===== src/rtl/piezo_pkg.sv =====
// Shared defaults for the piezo alarm sequencer.
package piezo_pkg;

  localparam int unsigned NUM_CH_DEF   = 3;
  localparam int unsigned CNT_W_DEF    = 21;
  localparam int unsigned PAT_LEN_DEF  = 8;
  localparam int unsigned TICK_CNT_DEF = 6250000;
  localparam int unsigned DEAD_DEF     = 4;
  localparam int unsigned MIN_PERIOD   = 4;

endpackage


===== src/rtl/piezo_step_timer.sv =====
// Cadence step timer: counts clocks per step and advances the pattern step index.
module piezo_step_timer
  import piezo_pkg::*;
#(
  parameter int unsigned PAT_LEN = PAT_LEN_DEF,
  parameter int unsigned TICK_W  = $clog2(TICK_CNT_DEF)
) (
  input  logic                       clk,
  input  logic                       rst_n,
  input  logic                       clr,
  input  logic [TICK_W-1:0]          tick_lim,
  output logic [$clog2(PAT_LEN)-1:0] step,
  output logic                       step_adv
);

  localparam int unsigned STEP_W = $clog2(PAT_LEN);

  logic [TICK_W-1:0] tick_q, tick_d;
  logic [STEP_W-1:0] step_q, step_d;

  always_comb begin
    tick_d   = tick_q;
    step_d   = step_q;
    step_adv = !clr && (tick_q == tick_lim);
    if (clr) begin
      tick_d = '0;
      step_d = '0;
    end else if (step_adv) begin
      // PAT_LEN is a power of two, so the natural wrap gives modulo PAT_LEN
      tick_d = '0;
      step_d = step_q + 1'b1;
    end else begin
      tick_d = tick_q + 1'b1;
    end
  end

  always_ff @(posedge clk or negedge rst_n) begin
    if (!rst_n) begin
      tick_q <= '0;
      step_q <= '0;
    end else begin
      tick_q <= tick_d;
      step_q <= step_d;
    end
  end

  assign step = step_q;

endmodule


===== src/rtl/piezo_seq.sv =====
// Multi-channel piezo alarm sequencer: priority channel select, tone generator
// and dead-time protected complementary drive.
module piezo_seq
  import piezo_pkg::*;
#(
  parameter int unsigned NUM_CH   = NUM_CH_DEF,
  parameter int unsigned CNT_W    = CNT_W_DEF,
  parameter int unsigned PAT_LEN  = PAT_LEN_DEF,
  parameter int unsigned TICK_CNT = TICK_CNT_DEF,
  parameter int unsigned DEAD     = DEAD_DEF
) (
  input  logic                      clk,
  input  logic                      rst_n,
  input  logic [NUM_CH-1:0]         ch_en,
  input  logic [NUM_CH*CNT_W-1:0]   ch_period,
  input  logic [NUM_CH*PAT_LEN-1:0] ch_pattern,
  input  logic                      mute,
  output logic                      piezo,
  output logic                      piezo_n,
  output logic [$clog2(NUM_CH)-1:0] active_ch,
  output logic                      tone_on
);

  localparam int unsigned IDX_W  = $clog2(NUM_CH);
  localparam int unsigned STEP_W = $clog2(PAT_LEN);
  localparam int unsigned TICK_W = $clog2(TICK_CNT);
  localparam int unsigned AGE_W  = $clog2(DEAD + 2);

  logic [STEP_W-1:0]  step, step_nx;
  logic               step_adv;
  logic [PAT_LEN-1:0] pat [NUM_CH];
  logic [CNT_W-1:0]   per [NUM_CH];
  logic [NUM_CH-1:0]  cand;
  logic               cand_valid;
  logic [IDX_W-1:0]   cand_idx;

  logic               sel_valid_q, sel_valid_d;
  logic [IDX_W-1:0]   sel_q, sel_d;
  logic [CNT_W-1:0]   per_q, per_d;
  logic [CNT_W-1:0]   tone_q, tone_d;
  logic               wave_q, wave_d;
  logic               sound_q, sound_d;
  logic [AGE_W-1:0]   age_q, age_d;
  logic               piezo_q, piezo_d;
  logic               piezo_n_q, piezo_n_d;
  logic               tone_on_q, tone_on_d;
  logic [IDX_W-1:0]   active_ch_q, active_ch_d;

  logic               sel_chg;
  logic               sounding;
  logic [CNT_W-1:0]   half;
  logic               wave;
  logic               drive_ok;

  piezo_step_timer #(
    .PAT_LEN (PAT_LEN),
    .TICK_W  (TICK_W)
  ) u_step_timer (
    .clk      (clk),
    .rst_n    (rst_n),
    .clr      (ch_en == '0),
    .tick_lim (TICK_W'(TICK_CNT - 1)),
    .step     (step),
    .step_adv (step_adv)
  );

  for (genvar g = 0; g < NUM_CH; g++) begin : g_unpack
    assign pat[g]  = ch_pattern[g*PAT_LEN +: PAT_LEN];
    assign per[g]  = ch_period[g*CNT_W +: CNT_W];
    assign cand[g] = ch_en[g] && pat[g][step_nx] && (per[g] >= CNT_W'(MIN_PERIOD));
  end

  // Candidates look at the step that will be current after this edge, so a
  // step advance and the resulting selection change land on the same clock.
  always_comb begin
    step_nx    = step_adv ? step + 1'b1 : step;
    cand_valid = |cand;
    cand_idx   = '0;
    for (int unsigned i = NUM_CH; i > 0; i--) begin
      if (cand[IDX_W'(i - 1)]) begin
        cand_idx = IDX_W'(i - 1);
      end
    end
  end

  always_comb begin
    sel_valid_d = cand_valid;
    sel_d       = cand_idx;
    sel_chg     = (cand_valid != sel_valid_q) || (cand_idx != sel_q);
    per_d       = per_q;
    tone_d      = tone_q;
    if (sel_chg || mute || !sel_valid_q) begin
      tone_d = '0;
      per_d  = per[cand_idx];
    end else if (tone_q >= per_q - 1'b1) begin
      tone_d = '0;
      per_d  = per[sel_q];
    end else begin
      tone_d = tone_q + 1'b1;
    end
  end

  // age counts clocks since the last wave edge (or since sound started);
  // drive is allowed once DEAD clocks have elapsed at that level.
  always_comb begin
    sounding = sel_valid_q && !mute;
    half     = per_q >> 1;
    wave     = tone_q < half;
    sound_d  = sounding;
    wave_d   = wave;
    if (!sound_q || (wave != wave_q)) begin
      age_d = '0;
    end else if (age_q >= AGE_W'(DEAD)) begin
      age_d = age_q;
    end else begin
      age_d = age_q + 1'b1;
    end
    drive_ok    = sounding && (age_d >= AGE_W'(DEAD)) && (32'(half) > DEAD);
    piezo_d     = drive_ok && wave;
    piezo_n_d   = drive_ok && !wave;
    tone_on_d   = sounding;
    active_ch_d = sel_valid_q ? sel_q : '0;
  end

  always_ff @(posedge clk or negedge rst_n) begin
    if (!rst_n) begin
      sel_valid_q <= 1'b0;
      sel_q       <= '0;
      per_q       <= '0;
      tone_q      <= '0;
      wave_q      <= 1'b0;
      sound_q     <= 1'b0;
      age_q       <= '0;
      piezo_q     <= 1'b0;
      piezo_n_q   <= 1'b0;
      tone_on_q   <= 1'b0;
      active_ch_q <= '0;
    end else begin
      sel_valid_q <= sel_valid_d;
      sel_q       <= sel_d;
      per_q       <= per_d;
      tone_q      <= tone_d;
      wave_q      <= wave_d;
      sound_q     <= sound_d;
      age_q       <= age_d;
      piezo_q     <= piezo_d;
      piezo_n_q   <= piezo_n_d;
      tone_on_q   <= tone_on_d;
      active_ch_q <= active_ch_d;
    end
  end

  assign piezo     = piezo_q;
  assign piezo_n   = piezo_n_q;
  assign tone_on   = tone_on_q;
  assign active_ch = active_ch_q;

endmodule


===== config.mk =====
export PLATFORM = sky130hd
export DESIGN_NAME = piezo_seq
export DESIGN_NICKNAME = d
export VERILOG_FILES = /design/src/rtl/piezo_pkg.sv /design/src/rtl/piezo_step_timer.sv /design/src/rtl/piezo_seq.sv
export SDC_FILE = /design/constraint.sdc
export NUM_CORES = 1
export LEC_CHECK = 0
export CAP_MARGIN = 10
export CORE_MARGIN = 10
export CORE_UTILIZATION = 50
export DETAILED_ROUTE_END_ITERATION = 10
export HOLD_SLACK_MARGIN = 0.12
export PLACE_DENSITY = 0.78
export SLEW_MARGIN = 25
export SYNTH_ARGS = -nofsm -noshare
export SYNTH_HDL_FRONTEND = slang
export SYNTH_SLANG_ARGS = --single-unit

===== constraint.sdc =====
create_clock -name clk -period 5.9 [get_ports clk]
set_input_delay 0.59 -clock clk [delete_from_list [all_inputs] [get_ports clk]]
set_output_delay 0.59 -clock clk [all_outputs]
set_load 0.03 [all_outputs]

======== Word-level counts from Yosys, hierarchy flattened ========
Index checks and enable logic that the tools add are counted.
storage, ports and cells
  bits in registers ....................... 80
  input bits .............................. 93
  output and inout port bits .............. 5
  word-level logic and storage cells ...... 84
operators by class
  add/subtract/negate cells ............... 5
  $lt $le $gt $ge ......................... 11
  equal/unequal tests ..................... 4
  muxes and demuxes ....................... 26
  bitwise operators ....................... 2
  reduce and logical (&&, ||, !) cells .... 24
operators with widths
  kind                                                                 count
  2-to-1 mux 21 bit                                                    8
  binary-select mux 21 bit (select 2 bit)                              2
  greater-or-equal comparator 21 x 3 -> 1 bit (second input constant)  3
  2-to-1 mux 23 bit                                                    2
  adder 23 x 1 -> 23 bit (second input constant)                       1
  == test 23 bit (second input constant)                               1
  adder 21 x 1 -> 21 bit (second input constant)                       1
  greater-or-equal comparator 21 bit                                   1
  < comparator 21 x 20 -> 1 bit                                        1
  subtractor 21 x 1 -> 21 bit (second input constant)                  1
  > comparator 20 x 3 -> 1 bit (second input constant)                 1
  greater-or-equal comparator 3 bit (second input constant)            4
  logical AND 1 bit                                                    12
  2-to-1 mux 3 bit                                                     4
  binary-select mux 1 bit (select 3 bit)                               3
  2-to-1 mux 2 bit                                                     4
  adder 3 x 1 -> 3 bit (second input constant)                         2
  NOT 2 -> 3 bit                                                       2
  logical NOT 1 bit                                                    5
  logical OR 1 bit                                                     4
  < comparator 3 x 4 -> 1 bit (second input constant)                  1
  logical NOT 3 bit                                                    1
  2-to-1 mux 1 bit                                                     3
  OR reduction 3 bit                                                   1
  other kinds (3)                                                      4

======== Longest topological paths before layout ========
  depth in word-level cells ............... 16
  depth in mapped cells ................... 16
  depth with buffers taken out ............ 15

======== Modules after synthesis ========
Synthesis repeated with hierarchy kept, for this count alone.
second synthesis, totals
  cells, all modules ...................... 611
  area total of the unflattened synthesis .. 6065.8 um2
by module, submodules not included
  module            instances  cells an instance  area an instance (um2)  sequential area each (um2)
  piezo_seq         1          451                4520.6                  1351.3
  piezo_step_timer  1          160                1545.2                  650.6

======== Least setup slack after synthesis ========
Ideal clock, no wire load.
  path kind ............................... flip-flop to flip-flop
  from .................................... register per_q[2]
  to ...................................... register per_q[10]
  library setup time ...................... 0.133 ns
  arrival ................................. 3.196 ns
  data required time ...................... 5.767 ns
  slack ................................... 2.571 ns
  cell stages (with the launch flop) ...... 16
  path buffers ............................ 1
  period minus slack after synthesis ...... 3.329 ns
  cell sequence ........................... dfrtp_1 nor3_1 nand4_1 nor4_1 xnor2_1 ha_1 o21ai_0 nand2b_1 a21oi_1 or2_2 a211oi_1 o21ai_0 o211ai_1 clkbuf_1 mux2i_1 o21ai_0
on the way
  cells in the longest elaborated chain, start to end .. 3
RTL lines
  what                                 RTL line          source
  start: declaration                   piezo_seq.sv:39   logic [CNT_W-1:0] per_q, per_d;
  start signal: assignment             piezo_seq.sv:141  per_q <= per_d;
  subtractor 21 x 1 -> 21 bit          piezo_seq.sv:95   end else if (tone_q >= per_q - 1'b1) begin
  greater-or-equal comparator 21 bit   piezo_seq.sv:95
  nonzero test 2 bit (no source line)  --
Every way passes these cells.
A chain may end at the register's enable or synchronous reset.

======== Final worst setup path ========
  from .................................... register u_step_timer.step_q[0] (netlist: u_step_timer.step[0])
  to ...................................... register per_q[13]
on the way
  cells in the longest elaborated chain, start to end .. 14
  elaborated cells between the ends (all ways) .. 29
  classes of those cells .................. 1 x add/sub; 2 x eq/ne; 14 x mux; 1 x bitwise; 11 x reduce/logical
RTL lines
  what                                                                                      RTL line                          source
  start: declaration                                                                        piezo_step_timer.sv:19            logic [STEP_W-1:0] step_q, step_d;
  start signal: assignment                                                                  piezo_step_timer.sv:43            step_q <= step_d;
  adder 3 x 1 -> 3 bit                                                                      piezo_seq.sv:76                   step_nx = step_adv ? step + 1'b1 : step;
  2-to-1 mux 3 bit *                                                                        --
  binary-select mux 1 bit (select 3 bit)                                                    piezo_seq.sv:70                   assign cand[g] = ch_en[g] && pat[g][step_nx] && (per[g] >= CNT_W'(MIN_PERIOD));
  2-to-1 mux 1 bit (implied by the code)                                                    piezo_seq.sv:70
  logical AND 1 bit (2 in a row)                                                            piezo_seq.sv:70
  2-to-1 mux 2 bit (3 in a row)                                                             piezo_seq.sv:80                   if (cand[IDX_W'(i - 1)]) begin
  NOT 2 -> 3 bit (implied by the code) or inequality test 2 bit (tied branches)             piezo_seq.sv:94, piezo_seq.sv:89
  binary-select mux 21 bit (select 2 bit) or logical OR 1 bit (tied branches)               piezo_seq.sv:94, piezo_seq.sv:89
  2-to-1 mux 21 bit (implied by the code) or logical OR 1 bit (tied branches) (2 in a row)  piezo_seq.sv:94, piezo_seq.sv:92
  2-to-1 mux 21 bit or nonzero test 2 bit (tied branches)                                   --
Every way passes the cells marked *; elsewhere a longest branch is shown, timed or not. The select of a mux whose other input is x is not followed.

==> impl_results.md <==
- H-Tree Depth: 3
- Total of max-cap violations: 0
- CP Max Fanout: 22
- Initial drt markers: between 600 and 700
- Seq pwr share: around two fifths
- Post-DRT Antenna Nets: 0
- Gr ovfl total: 0
- Final wirelength: about 18,000 µm
- Comb power frac: 20.6%
- Syn_nets: around 830
- Non-filler cells, final: approximately 950
- Worst VDD drop: 159 µV
- Crit path kind: flip-flop to flip-flop
- Synth top area cells: dfrtp_1 32%, ha_1 9.1%, mux2i_1 6.9%
- Vias post-DR: about 5,800
- I/O Buffers: between 90 and 100
- Synth top area share: 31.6%
- Detailed-route DRC error count: 0
- Final weighted congestion in routability-driven placement: roughly 0.99
- Area delta synth->final: 22.4%
- Tot GR Track Use: 19.9%
- CTS Buf Count: 9
- Clk_lat worst skew: 340 ps
- Leakage: 3.19 nW
- Period utilization: about two thirds
- HP Class: primary input to async pin
- Core Area: 12,500 µm²
- Largest net degree at the start of global routing: just over 80
- Vias in the first global route: 5,970
- Nets: 907
- Worst-path clk slew: 60 ps
- Die width: 133 µm
- Initial antenna violation count: 0
- RSZ-0062 raised after global routing: no
- Yosys top cell by area: dfrtp_1
- Worst slew margin: ~38%
- CP startpoint kind: flip-flop
- CP required: 6100 ps
- # Post-CTS Setup Buffers: 0
- Worst-margin pin slew: 932 ps
- Fin. Hold Viols: 0
- Die outline area: 17,600 µm²
- Global-route wire length before repair: 29,400 µm
- Share of cells above drive strength 1: 7.50%
- DR vias/cell: 6.19
- Final setup margin: approximately 1900 ps
- Final HPWL DP: 13,300 µm
- Syn Area/Cell: around 9.2 µm²
- Primary FF master, synth: dfrtp_1
- Clock tree buffer depth: 2
- Final setup fails: 0
- Asr flop ratio synth: 100%
- Multi-input gate area: 4080 µm²
- Site Rows: 41
- Cell area after synthesis: 6340 µm²
- CP endpoint kind: flip-flop
- 1st-pass router iterations: 5
- Fmax: 253 MHz
- Ys Warns: 0
- Clock power share: between 30 and 40%
- WP data arrival: just over 4000 ps
- Sequential fraction of the synthesis area: 31.6%
- Setup TNS: 0 ps
- Net Sw Power: 0.000431 W
- Net Sw Frac: 27.1%
- Average wire per standard cell: 18.8 µm
- Internal power: 0.00116 W
- Clock sinks: 80
- Vert. Die Dim: approximately 130 µm
- Status: completed
- Distinct cells, synth: 54
- CTS tree: built
- Hold bufs inserted after CTS: 0
- FF+latch count, synth: 80
- Min cycle time layout: 3950 ps
- Initial Util: 50.7%
- Clk root buf: clkbuf_16
- Clock skew: 9.64 ps
- Post-cts resize count: 0
- # placed instances: 929
- Pre-CTS setup slack: around 1800 ps
- Cell count after synthesis: 686
- Fillers: 1,066
- PD cells: just over 200 nW/µm²
- Register area: around 2000 µm²
- Inserted Diodes: 0
- # IOs: 98
- Post-synth EDFFs: 0
- Slew Limit Fails: 0
-- through the flow --
stage / utilization, % / total power [W] / hold slack (ps) / area, µm²
final: 62.0 / 0.00159 / 283 / 7760
after global routing: 62.0 / 0.00167 / 348 / 7760
after CTS: 62.0 / 0.00160 / 462 / 7760
after detailed placement: 59.3 / 0.000963 / 453 / 7420
after global placement: 59.3 / 0.000949 / 449 / 7420
after floorplan: - / 0.000816 / 294 / 6340
-- kinds of logic after synthesis --
logic type | count (synthesis) | synth area share, %
AO/OA/AOI/OAI | 142 | 15.8
multiplexers | 61 | 12.1
flip-flops | 80 | 31.6
XOR/XNOR | 58 | 8.01
AND/OR/NAND/NOR | 238 | 19.3
buffers and inverters | 61 | 4.08
adder cells (fa/ha/maj) | 46 | 9.07
-- power groups by stage --
stage | logic (W) | registers (W) | clock network [W]
floorplan | 0.000189 | 0.000627 | 0
global placement | 0.000310 | 0.000639 | 0
detailed placement | 0.000322 | 0.000641 | 0
CTS | 0.000325 | 0.000631 | 0.000642
global route | 0.000361 | 0.000638 | 0.000668
finish | 0.000327 | 0.000633 | 0.000631
-- Yosys cell counts (3+ instances only) --
| master | n |
|---|---|
| a211oi_1 | 5 |
| a21o_1 | 8 |
| a21oi_1 | 8 |
| and2_1 | 4 |
| and3_1 | 13 |
| and4_1 | 4 |
| buf_2 | 3 |
| buf_6 | 3 |
| clkbuf_1 | 24 |
| dfrtp_1 | 80 |
| ha_1 | 46 |
| inv_1 | 29 |
| mux2_2 | 4 |
| mux2i_1 | 44 |
| mux4_2 | 12 |
| nand2_1 | 47 |
| nand2b_1 | 4 |
| nand3_1 | 23 |
| nand4_1 | 26 |
| nor2_1 | 58 |
| nor2_2 | 8 |
| nor2b_1 | 6 |
| nor3_1 | 14 |
| nor4_1 | 17 |
| o211ai_1 | 23 |
| o21a_1 | 6 |
| o21ai_0 | 56 |
| o32a_1 | 21 |
| or3_1 | 4 |
| xnor2_1 | 36 |
| xor2_1 | 22 |
-- worst max-delay path: stages, from the launching register on --
cell	delay [ps]
dfrtp_1	610
ha_1	660
mux4_2	560
mux2_2	290
o2111ai_2	330
nand2_1	590
o32a_1	530
o211ai_1	110
o21ai_0	120
-- layer usage --
| metal | up-vias | GRT usage [%] | wire (µm) |
|---|---|---|---|
| met5 | - | 0 | 0 |
| met4 | 0 | 6.23 | 235 |
| met2 | 287 | 31.3 | 8280 |
| li1 | 2723 | - | - |
| met3 | 29 | 5.68 | 1570 |
| met1 | 2808 | 25.8 | 7650 |
-- flip-flops by register name, summed over array words and instances (netlist names) --
signal               count
active_ch                2
age_q                    3
tone_q                  21
sel_valid_q              1
u_step_timer.step        3
piezo                    1
piezo_n                  1
sel_q                    2
u_step_timer.tick_q     23
per_q                   21
tone_on                  1
wave_q                   1
-- final cells by class --
cell class | instances | share of cell area [%]
multi-input cells | 545 | 52.6
inverters | 29 | 1.40
repair buffers | 103 | 13.1
well taps | 172 | 2.77
flip-flops and latches | 80 | 25.8
clock inverters | 6 | 1.39
clock buffers | 10 | 2.95
-- path summary, 6_finish.rpt --
path	startpoint	slack, ps	end	depth (start not counted)
min reg2reg	u_step_timer.tick_q[0]	460	u_step_timer.tick_q[0]	1
max reg2reg	u_step_timer.step[0]	1950	per_q[13]	8
max in group asynchronous	rst_n	5120	per_q[6]	1
min in group clk	u_step_timer.tick_q[0]	460	u_step_timer.tick_q[0]	1
min	rst_n	280	u_step_timer.tick_q[17]	1
max	u_step_timer.step[0]	1950	per_q[13]	8
-- cells in the final DEF, fill, tap and decap left out, types with 5 or more instances in the layout --
| master | n |
|---|---|
| ha_1 | 46 |
| nand3_1 | 23 |
| nor4_1 | 17 |
| mux2i_1 | 44 |
| xor2_1 | 22 |
| dfrtp_1 | 80 |
| o211ai_1 | 23 |
| clkbuf_16 | 9 |
| o21ai_0 | 56 |
| nand2_1 | 47 |
| nor2_2 | 8 |
| nand4_1 | 26 |
| inv_1 | 29 |
| o32a_1 | 21 |
| a21oi_1 | 8 |
| a211oi_1 | 5 |
| nor3_1 | 14 |
| and3_1 | 13 |
| buf_4 | 6 |
| nor2b_1 | 6 |
| clkdlybuf4s50_1 | 96 |
| o21a_1 | 6 |
| xnor2_1 | 36 |
| nor2_1 | 58 |
| a21o_1 | 8 |
| mux4_2 | 12 |
Note: power is estimated with default switching activity, not from simulation.
